`config.mk`:
```
export PLATFORM = sky130hd
export DESIGN_NAME = kbd_event_decoder
export DESIGN_NICKNAME = d
export VERILOG_FILES = /design/src/rtl/kbd_event_decoder.sv
export SDC_FILE = /design/constraint.sdc
export NUM_CORES = 1
export LEC_CHECK = 0
export CAP_MARGIN = 15
export CORE_MARGIN = 1
export CORE_UTILIZATION = 53
export DETAILED_ROUTE_END_ITERATION = 8
export PLACE_DENSITY = 0.76
export SKIP_LAST_GASP = 1
export SYNTH_ARGS = -nofsm -noshare
export SYNTH_HDL_FRONTEND = slang
export SYNTH_SLANG_ARGS = --single-unit
```
`constraint.sdc`:
```
create_clock -name clk -period 4.4 [get_ports clk]
set_input_delay 1.1 -clock clk [delete_from_list [all_inputs] [get_ports clk]]
set_output_delay 1.1 -clock clk [all_outputs]
set_load 0.01 [all_outputs]
```
`src/rtl/kbd_event_decoder.sv`:
```
// PS/2 scancode stream decoder: make/break/E0/E1 parsing, modifier and caps tracking,
// typematic repeat suppression, and a first-word-fall-through event FIFO.
module kbd_event_decoder #(
   parameter int FIFO_DEPTH      = 8,
   parameter bit REPORT_BREAK    = 1'b1,
   parameter bit SUPPRESS_REPEAT = 1'b1,
   localparam int AW             = $clog2(FIFO_DEPTH),
   localparam int CW             = AW + 1
) (
   input  logic          clk,
   input  logic          clrn,
   input  logic          code_valid,
   input  logic [7:0]    code,
   input  logic          ev_rd,
   output logic          ev_valid,
   output logic [13:0]   ev_data,
   output logic [CW-1:0] ev_count,
   output logic          overflow,
   output logic [3:0]    mods,
   output logic [7:0]    held_key,
   output logic [2:0]    dbg_state
);

   typedef enum logic [2:0] {
      S_IDLE    = 3'd0,
      S_EXT     = 3'd1,
      S_BRK     = 3'd2,
      S_EXT_BRK = 3'd3,
      S_SKIP    = 3'd4
   } state_t;

   state_t      state_q, state_d;
   logic [2:0]  cnt_q, cnt_d;
   logic        dec_make, dec_brk, dec_ext;

   // Handshake: a byte is consumed on every clk edge where code_valid=1; an event
   // is popped on every edge where ev_rd=1 and ev_valid=1, otherwise ev_rd is ignored.
   always_comb begin
      state_d  = state_q;
      cnt_d    = cnt_q;
      dec_make = 1'b0;
      dec_brk  = 1'b0;
      dec_ext  = 1'b0;
      if (code_valid) begin
         case (state_q)
            S_IDLE: begin
               if (code == 8'hE0) state_d = S_EXT;
               else if (code == 8'hF0) state_d = S_BRK;
               else if (code == 8'hE1) begin
                  state_d = S_SKIP;
                  cnt_d   = 3'd7;
               end else if (!(code inside {8'hAA, 8'hFA, 8'hEE, 8'hFE, 8'h00, 8'hFF})) begin
                  dec_make = 1'b1;
               end
            end
            S_EXT: begin
               if (code == 8'hF0) state_d = S_EXT_BRK;
               else if (code == 8'hE0) state_d = S_EXT;
               else if (code == 8'hE1) begin
                  state_d = S_SKIP;
                  cnt_d   = 3'd7;
               end else begin
                  dec_make = 1'b1;
                  dec_ext  = 1'b1;
                  state_d  = S_IDLE;
               end
            end
            S_BRK: begin
               dec_brk = 1'b1;
               state_d = S_IDLE;
            end
            S_EXT_BRK: begin
               dec_brk = 1'b1;
               dec_ext = 1'b1;
               state_d = S_IDLE;
            end
            S_SKIP: begin
               cnt_d = cnt_q - 3'd1;
               if (cnt_q == 3'd1) state_d = S_IDLE;
            end
            default: state_d = S_IDLE;
         endcase
      end
   end

   // Key bookkeeping; mod flops: [0] lshift [1] rshift [2] lctrl [3] rctrl [4] lalt [5] ralt
   logic [5:0]  mod_q, mod_d, mod_sel;
   logic        caps_q, caps_d;
   logic        rec_ext_q, rec_ext_d, rec_held_q, rec_held_d;
   logic [7:0]  rec_code_q, rec_code_d, held_q, held_d;
   logic        fake, rec_match, make_ok, brk_ok, push;
   logic [13:0] ev_word;

   always_comb begin
      mod_sel[0] = !dec_ext && (code == 8'h12);
      mod_sel[1] = !dec_ext && (code == 8'h59);
      mod_sel[2] = !dec_ext && (code == 8'h14);
      mod_sel[3] =  dec_ext && (code == 8'h14);
      mod_sel[4] = !dec_ext && (code == 8'h11);
      mod_sel[5] =  dec_ext && (code == 8'h11);
      fake       = dec_ext && ((code == 8'h12) || (code == 8'h59));
      rec_match  = (rec_ext_q == dec_ext) && (rec_code_q == code);
      make_ok    = dec_make && !fake && !(SUPPRESS_REPEAT && rec_held_q && rec_match);
      brk_ok     = dec_brk && !fake;

      mod_d      = mod_q;
      caps_d     = caps_q;
      rec_ext_d  = rec_ext_q;
      rec_code_d = rec_code_q;
      rec_held_d = rec_held_q;
      held_d     = held_q;
      if (make_ok) begin
         mod_d      = mod_q | mod_sel;
         caps_d     = caps_q ^ (code == 8'h58);
         rec_ext_d  = dec_ext;
         rec_code_d = code;
         rec_held_d = 1'b1;
         held_d     = code;
      end
      if (brk_ok) begin
         mod_d = mod_q & ~mod_sel;
         if (rec_match) begin
            rec_held_d = 1'b0;
            held_d     = 8'h00;
         end
      end
      // Modifier fields report the state after this event has been applied.
      ev_word = {dec_brk, dec_ext, caps_d, mod_d[5] | mod_d[4], mod_d[3] | mod_d[2],
                 mod_d[1] | mod_d[0], code};
      push    = make_ok || (brk_ok && REPORT_BREAK);
   end

   always_ff @(posedge clk) begin
      if (!clrn) begin
         state_q    <= S_IDLE;
         cnt_q      <= 3'd0;
         mod_q      <= 6'd0;
         caps_q     <= 1'b0;
         rec_ext_q  <= 1'b0;
         rec_code_q <= 8'h00;
         rec_held_q <= 1'b0;
         held_q     <= 8'h00;
      end else begin
         state_q    <= state_d;
         cnt_q      <= cnt_d;
         mod_q      <= mod_d;
         caps_q     <= caps_d;
         rec_ext_q  <= rec_ext_d;
         rec_code_q <= rec_code_d;
         rec_held_q <= rec_held_d;
         held_q     <= held_d;
      end
   end

   // Event FIFO; a full FIFO still accepts a push when a pop happens on the same edge.
   logic [13:0]   mem_q [FIFO_DEPTH];
   logic [AW-1:0] wr_q, rd_q;
   logic [CW-1:0] count_q, count_d;
   logic          ovf_q, ovf_d, full, pop, wr_en;

   always_comb begin
      full    = (count_q == CW'(FIFO_DEPTH));
      pop     = ev_rd && (count_q != '0);
      wr_en   = push && (!full || pop);
      ovf_d   = ovf_q | (push && full && !pop);
      count_d = count_q;
      case ({wr_en, pop})
         2'b10:   count_d = count_q + CW'(1);
         2'b01:   count_d = count_q - CW'(1);
         default: count_d = count_q;
      endcase
   end

   always_ff @(posedge clk) begin
      if (!clrn) begin
         wr_q    <= '0;
         rd_q    <= '0;
         count_q <= '0;
         ovf_q   <= 1'b0;
      end else begin
         if (wr_en) wr_q <= wr_q + AW'(1);
         if (pop)   rd_q <= rd_q + AW'(1);
         count_q <= count_d;
         ovf_q   <= ovf_d;
      end
   end

   always_ff @(posedge clk) begin
      if (wr_en) mem_q[wr_q] <= ev_word;
   end

   assign ev_valid  = (count_q != '0);
   assign ev_data   = ev_valid ? mem_q[rd_q] : 14'h0000;
   assign ev_count  = count_q;
   assign overflow  = ovf_q;
   assign mods      = {caps_q, mod_q[5] | mod_q[4], mod_q[3] | mod_q[2], mod_q[1] | mod_q[0]};
   assign held_key  = held_q;
   assign dbg_state = state_q;

endmodule

```
Word level (Yosys, flattened, before mapping)
Memories as Yosys holds them, arrays and structs flattened. A register that Yosys moved wholly into a read port is not among the register bits.
Cells that the tools add are included.
Cells by class
  add/subtract/negate cells: 5
  eq/ne operators: 29
  muxes and demuxes: 42
  bitwise operators: 11
  reduce and logical (&&, ||, !) cells: 33
Operators with widths (count)
  $eq 8x8->1 const B: 8
  $mux 3: 14
  $eq 8x5->1 const B: 3
  $mux 8: 3
  $pmux 3 s3: 2
  $mux 1: 17
  $eq 8x7->1 const B: 2
  $logic_and 1x1->1: 16
  $mux 14: 1
  $mux 6: 2
  $ne 2x2->1 const B: 5
  $eq 8x8->1: 1
  $logic_not 8->1: 1
  $pmux 4 s2: 1
  $or 1x1->1: 7
  $add 3x1->3 const B: 2
  $and 6x6->6: 1
  $eq 3x1->1 const B: 2
  $eq 3x2->1 const B: 2
  $not 6->6: 1
  $or 6x6->6: 1
  $reduce_and 6->1: 1
  $reduce_bool 6->1: 1
  $logic_not 1->1: 5
  18 further kinds: 21
Word-level totals
  register bits: 42
  RAM bits: 112
  bits of input ports: 12
  output and inout bits: 35
  word-level logic and storage cells: 133
  memories kept: 1
Memories
  mem_q: words 8, width 14, read ports 1, clocked after Yosys merged registers in 1, wr ports 1, line 156  | logic [13:0] mem_q [FIFO_DEPTH];

Longest topological paths before layout
Gate-level depths: netlist of the first run.
  depth in word-level cells: 15
  depth in mapped cells: 15
  depth with buffers taken out: 13

Least setup slack after synthesis of the first run
Ideal clock, no wire load.
  path kind: input -> register
  start: input code[1]
  end: register count_q[2] (netlist: ev_count[2])
  setup time: 0.076 ns
  data arrival time: 4.172 ns
  data required time: 4.324 ns
  path slack: 0.152 ns
  stages on the path: 15
  path buffers: 2
  cell sequence: buf_6 or4b_4 o41a_1 a21boi_4 o41ai_2 a211oi_2 buf_4 inv_1 ha_1 xor2_1 ha_1 a21oi_1 xor2_1 or3_1 a21boi_0
Between the ends
  word-level cells in the longest chain between the ends: 15
  elaborated cells between the ends (all ways): 40
  classes of those cells: 14 x eq/ne; 12 x mux; 14 x reduce/logical
RTL lines
  from (decl): line 13  | input logic [7:0] code,
  parallel branches: the longest is 11 deep, another holds $eq 8x8->1
  $logic_or 1x1->1 *: line 130  | push = make_ok || (brk_ok && REPORT_BREAK);
  $logic_and 1x1->1 *: line 164  | wr_en = push && (!full || pop);
  $eq 2x1->1 / $eq 2x2->1 (equally long branches): line 167  | case ({wr_en, pop})
  $pmux 4 s2 / $reduce_bool 2->1 (equally long branches)
  to (signal assigned): line 183  | count_q <= count_d;
  to (decl): line 158  | logic [CW-1:0] count_q, count_d;
Every way passes the cells marked *.
A chain may end at the register's enable or synchronous reset.

Worst setup path after layout of the first run
Same ends and word-level chain as after synthesis.

==> impl_metrics.csv, run 1 <==
group,metric,value,unit
sta,max_slew_margin,33.07,%
min_path,hold_path_class,"flop to flop",
layout,drive_gt1_share,22.36,%
sta,finClkSkew,0.009166,ns
synth,synthesis.nets,492,
route,drcViolationCount,0,
sta,fmax,235.6,MHz
global_routing,grt_max_degree,30,
cts,cts_sinks,157,
synth,netlist_instances,473,
sta,period_share,96.47,%
cts,h-tree-depth,4,
sta,fin_crit,4.245,ns
cts,cts_hold_buf,0,
synth,synthTopCellsByArea,"edfxtp_1, dfxtp_1, mux4_2",
setup_path,cp.required,4.73,ns
setup_path,path_max_fanout,3,
floorplanning,num_rows,41,
cts,cts_made_buffers,17,
route,totalWireLength,14120,um
floorplanning,initial_core_util,54.32,%
synth,synth_edf_count,112,
cts,clk_latency,0.42,ns
place,port_buffers,46,
synth,synth-seq-cells,157,
setup_path,cp.arrival,4.58,ns
synth,ys_warn_count,0,
synth,synth_area_per_cell,14.49,um2
layout,final_cell_area,8484,um2
sta,hold_viol_final,0,
floorplanning,die_w,115.7,um
cts,cts_tree,"built",
global_routing,grtUsageTotal,22.99,%
synth,yosys.cell_types.count,58,
sta,tightest_slew,1.003,ns
synth,synth_top_area_share,49.06,%
layout,diodes,0,
place,gp_congestion,0.9625,
cts,cts_root_buffer,"clkbuf_16",
setup_path,crit_path_start_kind,"input port",
sta,slew_violations,0,
synth,synth_largest_area_cell,"edfxtp_1",
global_routing,gr-total-overflow,0,
synth,syn_area,6855,um2
route,via_per_inst,5.759,
sta,setup_viol,0,
floorplanning,core_area,12620,um2
route,postRouteAntennaNets,0,
place,dpl_cell_area,7864,um2
place,dpl.hpwl,9449,um
global_routing,grt_pass1_wl,22160,um
synth,ys_async_sr_fraction,0,%
job,drv_cap,0,
global_routing,antenna_found_initial,0,
route,wire_per_inst,19.08,um
setup_path,end_kind,"flop",
power,peakVddDrop,243.9,uV
global_routing,grt_pass1_vias,4313,
synth,synthFlopType,"edfxtp_1",
setup_path,path_class,"input port to flop",
layout,nets,574,
floorplanning,io_pins,47,
floorplanning,fp.dieArea,13390,um2
power,leakagePower,2.871,nW
layout,area_growth_syn_to_layout,23.76,%
route,drtIter0Drc,361,
power,p_per_area,482.6,nW/um2
sta,grt_setup_unrepaired,"no",
status,status,"finished, final reports clean",
cts,max-clock-path-buffers,2,
cts,cts_setup_buffers,0,
cts,ctsResizeCount,0,
route,dr.pass1.iters,4,
cts,path_clk_slew,0.06,ns
floorplanning,die_y,115.7,um
layout,finish.utilization,67.23,%
synth,yosysSeqAreaShare,62.20,%
route,vias,4262,
worst max-delay path: stages:
cell and delay, ns:
clkdlybuf4s50_1 0.50, or4b_4 0.61, o41a_1 0.39, a21boi_4 0.19
o41ai_2 0.11, a211oi_2 0.25, inv_1 0.09, ha_1 0.21
xor2_1 0.15, ha_1 0.18, a21oi_1 0.15, xor2_1 0.12
or3_1 0.30, a21boi_0 0.21
metrics by stage:
step                power [mW]  worst slack (ns)  cells  hold slack [ns]  setup TNS [ns]
finish                   4.094            0.1553    740           0.4774               0
global route             4.272           0.03099    740           0.5006               0
CTS                      4.134            0.1642    740           0.4817               0
detailed placement       2.624           -0.2733    708           0.4717         -0.4325
global placement         2.596          -0.07604    708           0.4515         -0.1465
floorplan                2.214            0.1523    473           0.4673               0
cell usage after synthesis (9+ instances only):
cell / number
mux2i_1: 23
edfxtp_1: 112
inv_1: 12
nand3_1: 13
nand2b_1: 9
nor2_1: 23
mux4_2: 28
o21ai_0: 23
dfxtp_1: 45
nand2_1: 19
a21oi_1: 13
xor2_1: 12
a21boi_0: 10
clkbuf_1: 14
layer usage:
metal  wire [um]  GRT usage [%]  part of all wire (%)  vias up
li1            -              -                     -     1987
met1        6031          28.08                    43     2134
met2        7009          39.12                    50      114
met3         731          5.544                   5.2       27
met4         345          10.00                   2.4        0
met5           0              0                     0        -
final timing paths:
path | slack (ns) | start | cells past startpoint | to
setup / recovery | 0.16 | code[1] | 14 | ev_count[2]
setup reg to reg | 1.22 | dbg_state[0] | 13 | ev_count[2]
hold reg to reg | 0.48 | held_key[1] | 2 | held_key[1]
hold / removal | 0.48 | held_key[1] | 2 | held_key[1]
state kept, by name (all words and copies together), names as in the netlist, 3 cells and up, named ones only:
signal / flops
cnt_q: 3
rd_q: 3
mem_q: 112
rec_code_q: 8
ev_count: 4
dbg_state: 3
held_key: 8
wr_q: 3
mod_q: 6
where the power goes:
part           internal (mW)  switching [mW]  total, mW
Clock                  0.946           0.568       1.51
Sequential              1.66          0.0775       1.74
Combinational          0.463           0.380      0.843
layout make-up:
cell class	count	area, um2
repair buffers	90	915.9
inverters	12	45.04
fillers	911	4135
well taps	172	215.2
clock inverters	15	195.2
clock buffers	17	425.4
multi-input cells	277	2422
flip-flops and latches	157	4265
cells by family after synthesis:
family | count (synthesis) | share of synthesized area, %
flops | 157 | 62.20
simple gates | 126 | 11.06
compound gates | 78 | 8.432
mux | 51 | 12.56
buf+inv | 39 | 2.555
xor+xnor | 15 | 1.916
fa+ha+maj | 7 | 1.278
cells in the final DEF, fill, tap and decap left out, drive strengths merged, types with 17 or more instances in the layout:
cell           instances
buf                   44
clkbuf                17
clkdlybuf4s50         46
dfxtp                 45
edfxtp               112
mux2i                 23
mux4                  28
nand2                 19
nor2                  23
o21ai                 23
Note: power is estimated with default switching activity, not from simulation.
==> inputs of run 2 (changes only) <==
--- a/config.mk
+++ b/config.mk
@@ -5,7 +5,7 @@
 export SDC_FILE = /design/constraint.sdc
 export NUM_CORES = 1
 export LEC_CHECK = 0
-export CAP_MARGIN = 15
+export CAP_MARGIN = 10
 export CORE_MARGIN = 1
 export CORE_UTILIZATION = 53
 export DETAILED_ROUTE_END_ITERATION = 8
@@ -14,3 +14,4 @@
 export SYNTH_ARGS = -nofsm -noshare
 export SYNTH_HDL_FRONTEND = slang
 export SYNTH_SLANG_ARGS = --single-unit
+export TNS_END_PERCENT = 5
==> results of run 2 <==
The final DEF is identical to that of run 1; final timing and power are the same.
==> inputs of run 3 (changes only) <==
--- a/config.mk
+++ b/config.mk
@@ -10,6 +10,7 @@
 export CORE_UTILIZATION = 53
 export DETAILED_ROUTE_END_ITERATION = 8
 export PLACE_DENSITY = 0.76
+export SETUP_SLACK_MARGIN = 0.05
 export SKIP_LAST_GASP = 1
 export SYNTH_ARGS = -nofsm -noshare
 export SYNTH_HDL_FRONTEND = slang
==> run 3 against run 2 <==
Sequential power is essentially flat. Combinational power hardly changed. Via count is 0.49% lower. Non-clock buffer count unchanged. Worst hold slack barely moved. Highest routed layer unchanged. Flip-flop and latch count unchanged. Total power about the same. Largest power group unchanged. Wire length increased by 0.45%. Maximum frequency increased by 1.8%. First-iteration DRC count rose by 0.83%. Final cell count is the same.
==> impl_metrics.csv, run 3 (synthesis gave the netlist of run 1 again) <==
group,metric,value,unit
global_routing,gr-total-overflow,0,
sta,max_slew_margin,33.30,%
layout,largest_register,"mem_q",
floorplanning,initial_core_util,54.32,%
sta,fmax,239.9,MHz
sta,setup_viol,0,
floorplanning,core_area,12620,um2
cts,max-clock-path-buffers,2,
cts,h-tree-depth,4,
cts,cts_setup_buffers,0,
global_routing,grt_pass1_vias,4313,
power,power_switching,1.027,mW
floorplanning,io_pins,47,
power,p_sw_share,25.07,%
cts,clk_latency,0.43,ns
route,drcViolationCount,0,
layout,layout_commonest_cell,"edfxtp_1",
route,via_per_inst,5.731,
cts,cts_hold_buf,0,
route,dr.pass1.iters,5,
place,dpl_cell_area,7864,um2
place,dp_cells,708,
layout,area_growth_syn_to_layout,23.76,%
setup_path,path_class,"input port to flop",
power,p_comb_share,20.6,%
cts,ctsResizeCount,0,
setup_path,crit_path_start_kind,"input port",
setup_path,r2r_slack,1.27,ns
sta,tightest_slew,0.9991,ns
sta,fin_crit,4.169,ns
global_routing,grtUsageTotal,22.99,%
min_path,hp-start,"held_key[1]",
setup_path,crit_start,"code[1]",
layout,diodes,0,
layout,fin_cells,740,
power,peakVddDrop,245.7,uV
sta,grt_setup_unrepaired,"no",
setup_path,path_max_fanout,3,
floorplanning,num_rows,41,
layout,final_cell_mix,"edfxtp_1, clkdlybuf4s50_1, dfxtp_1",
sta,finClkSkew,0.007761,ns
layout,drive_gt1_share,22.36,%
setup_path,r2r-end,"ev_count[2]",
place,gp_congestion,0.9625,
cts,cts_root_buffer,"clkbuf_16",
power,leakagePower,2.872,nW
global_routing,grt_pass1_wl,22160,um
power,p_per_area,482.8,nW/um2
route,drtIter0Drc,364,
setup_path,end_kind,"flop",
min_path,hold_path_class,"flop to flop",
cts,path_clk_slew,0.06,ns
route,totalWireLength,14180,um
sta,fin_hold_ws,0.4775,ns
sta,hold_viol_final,0,
layout,largest_reg_flops,112,
global_routing,grt_max_degree,30,
setup_path,timing.critical_path.to,"ev_count[2]",
layout,finish.utilization,67.23,%
place,dpl.hpwl,9449,um
global_routing,antenna_found_initial,0,
setup_path,r2r_start,"dbg_state[0]",
place,port_buffers,46,
status,status,"finished, final reports clean",
floorplanning,die_w,115.7,um
power,seqPwrFrac,42.4,%
setup_path,reg2reg_depth,13,
route,wire_per_inst,19.16,um
job,drv_cap,0,
route,postRouteAntennaNets,0,
floorplanning,die_y,115.7,um
cts,cts_sinks,157,
setup_path,cp.required,4.75,ns
setup_path,cp.arrival,4.52,ns
cts,cts_tree,"built",
power,p_clk_share,37.0,%
power,internal_power,3.069,mW
cts,cts_made_buffers,17,
floorplanning,fp.dieArea,13390,um2
layout,nets,574,
sta,slew_violations,0,
route,vias,4241,
layout,final_cell_area,8484,um2
sta,period_share,94.74,%
[run 3: cell counts in the layout (fill, tap and decap cells not counted)]
Identical to the previous run, type by type.
[run 3: area by class of cell]
cell class	instances	area, um2
Inverter	12	45.04
Clock buffer	17	425.4
Timing Repair Buffer	90	915.9
Fill cell	911	4135
Sequential cell	157	4265
Clock inverter	15	195.2
Multi-Input combinational cell	277	2422
Tap cell	172	215.2
[run 3: power groups by stage]
stage                     Combinational [mW]  Sequential [mW]  Clock [mW]
after CTS                              0.858             1.74        1.54
after detailed placement               0.854             1.77           0
after global placement                 0.832             1.76           0
final                                  0.844             1.74        1.51
after global routing                   0.925             1.75        1.60
after floorplan                        0.482             1.73           0
[run 3: per-layer routing]
metal,share of wire [%],track usage [%]
met1,42,28.08
met2,50,39.12
met3,6.3,5.544
met4,2.4,10.00
met5,0,0
[run 3: worst min path at each step]
stage | cells past startpoint | to | slack (ns)
3_5_place_dp | 2 | held_key[1] | 0.47
6_report | 2 | held_key[1] | 0.48
4_1_cts | 2 | held_key[1] | 0.48
3_3_place_gp | 1 | overflow | 0.45
2_1_floorplan | 2 | caps_q | 0.47
5_1_grt | 2 | held_key[4] | 0.50
[run 3: worst max-delay path: stages]
cell and delay (ns):
clkdlybuf4s50_1 0.49, or4b_4 0.60, o41a_1 0.39, a21boi_4 0.19
o41ai_2 0.10, a211oi_2 0.25, inv_1 0.09, ha_1 0.21
xor2_1 0.15, ha_1 0.18, a21oi_1 0.15, xor2_1 0.12
or3_1 0.31, a21boi_1 0.17
[run 3: metrics by stage]
stage	power [mW]	setup TNS, ns	setup WS [ns]
2_1_floorplan	2.214	0	0.1523
3_3_place_gp	2.596	-0.1465	-0.07604
3_5_place_dp	2.624	-0.4325	-0.2733
4_1_cts	4.134	0	0.1642
5_1_grt	4.273	0	0.08680
6_report	4.096	0	0.2313
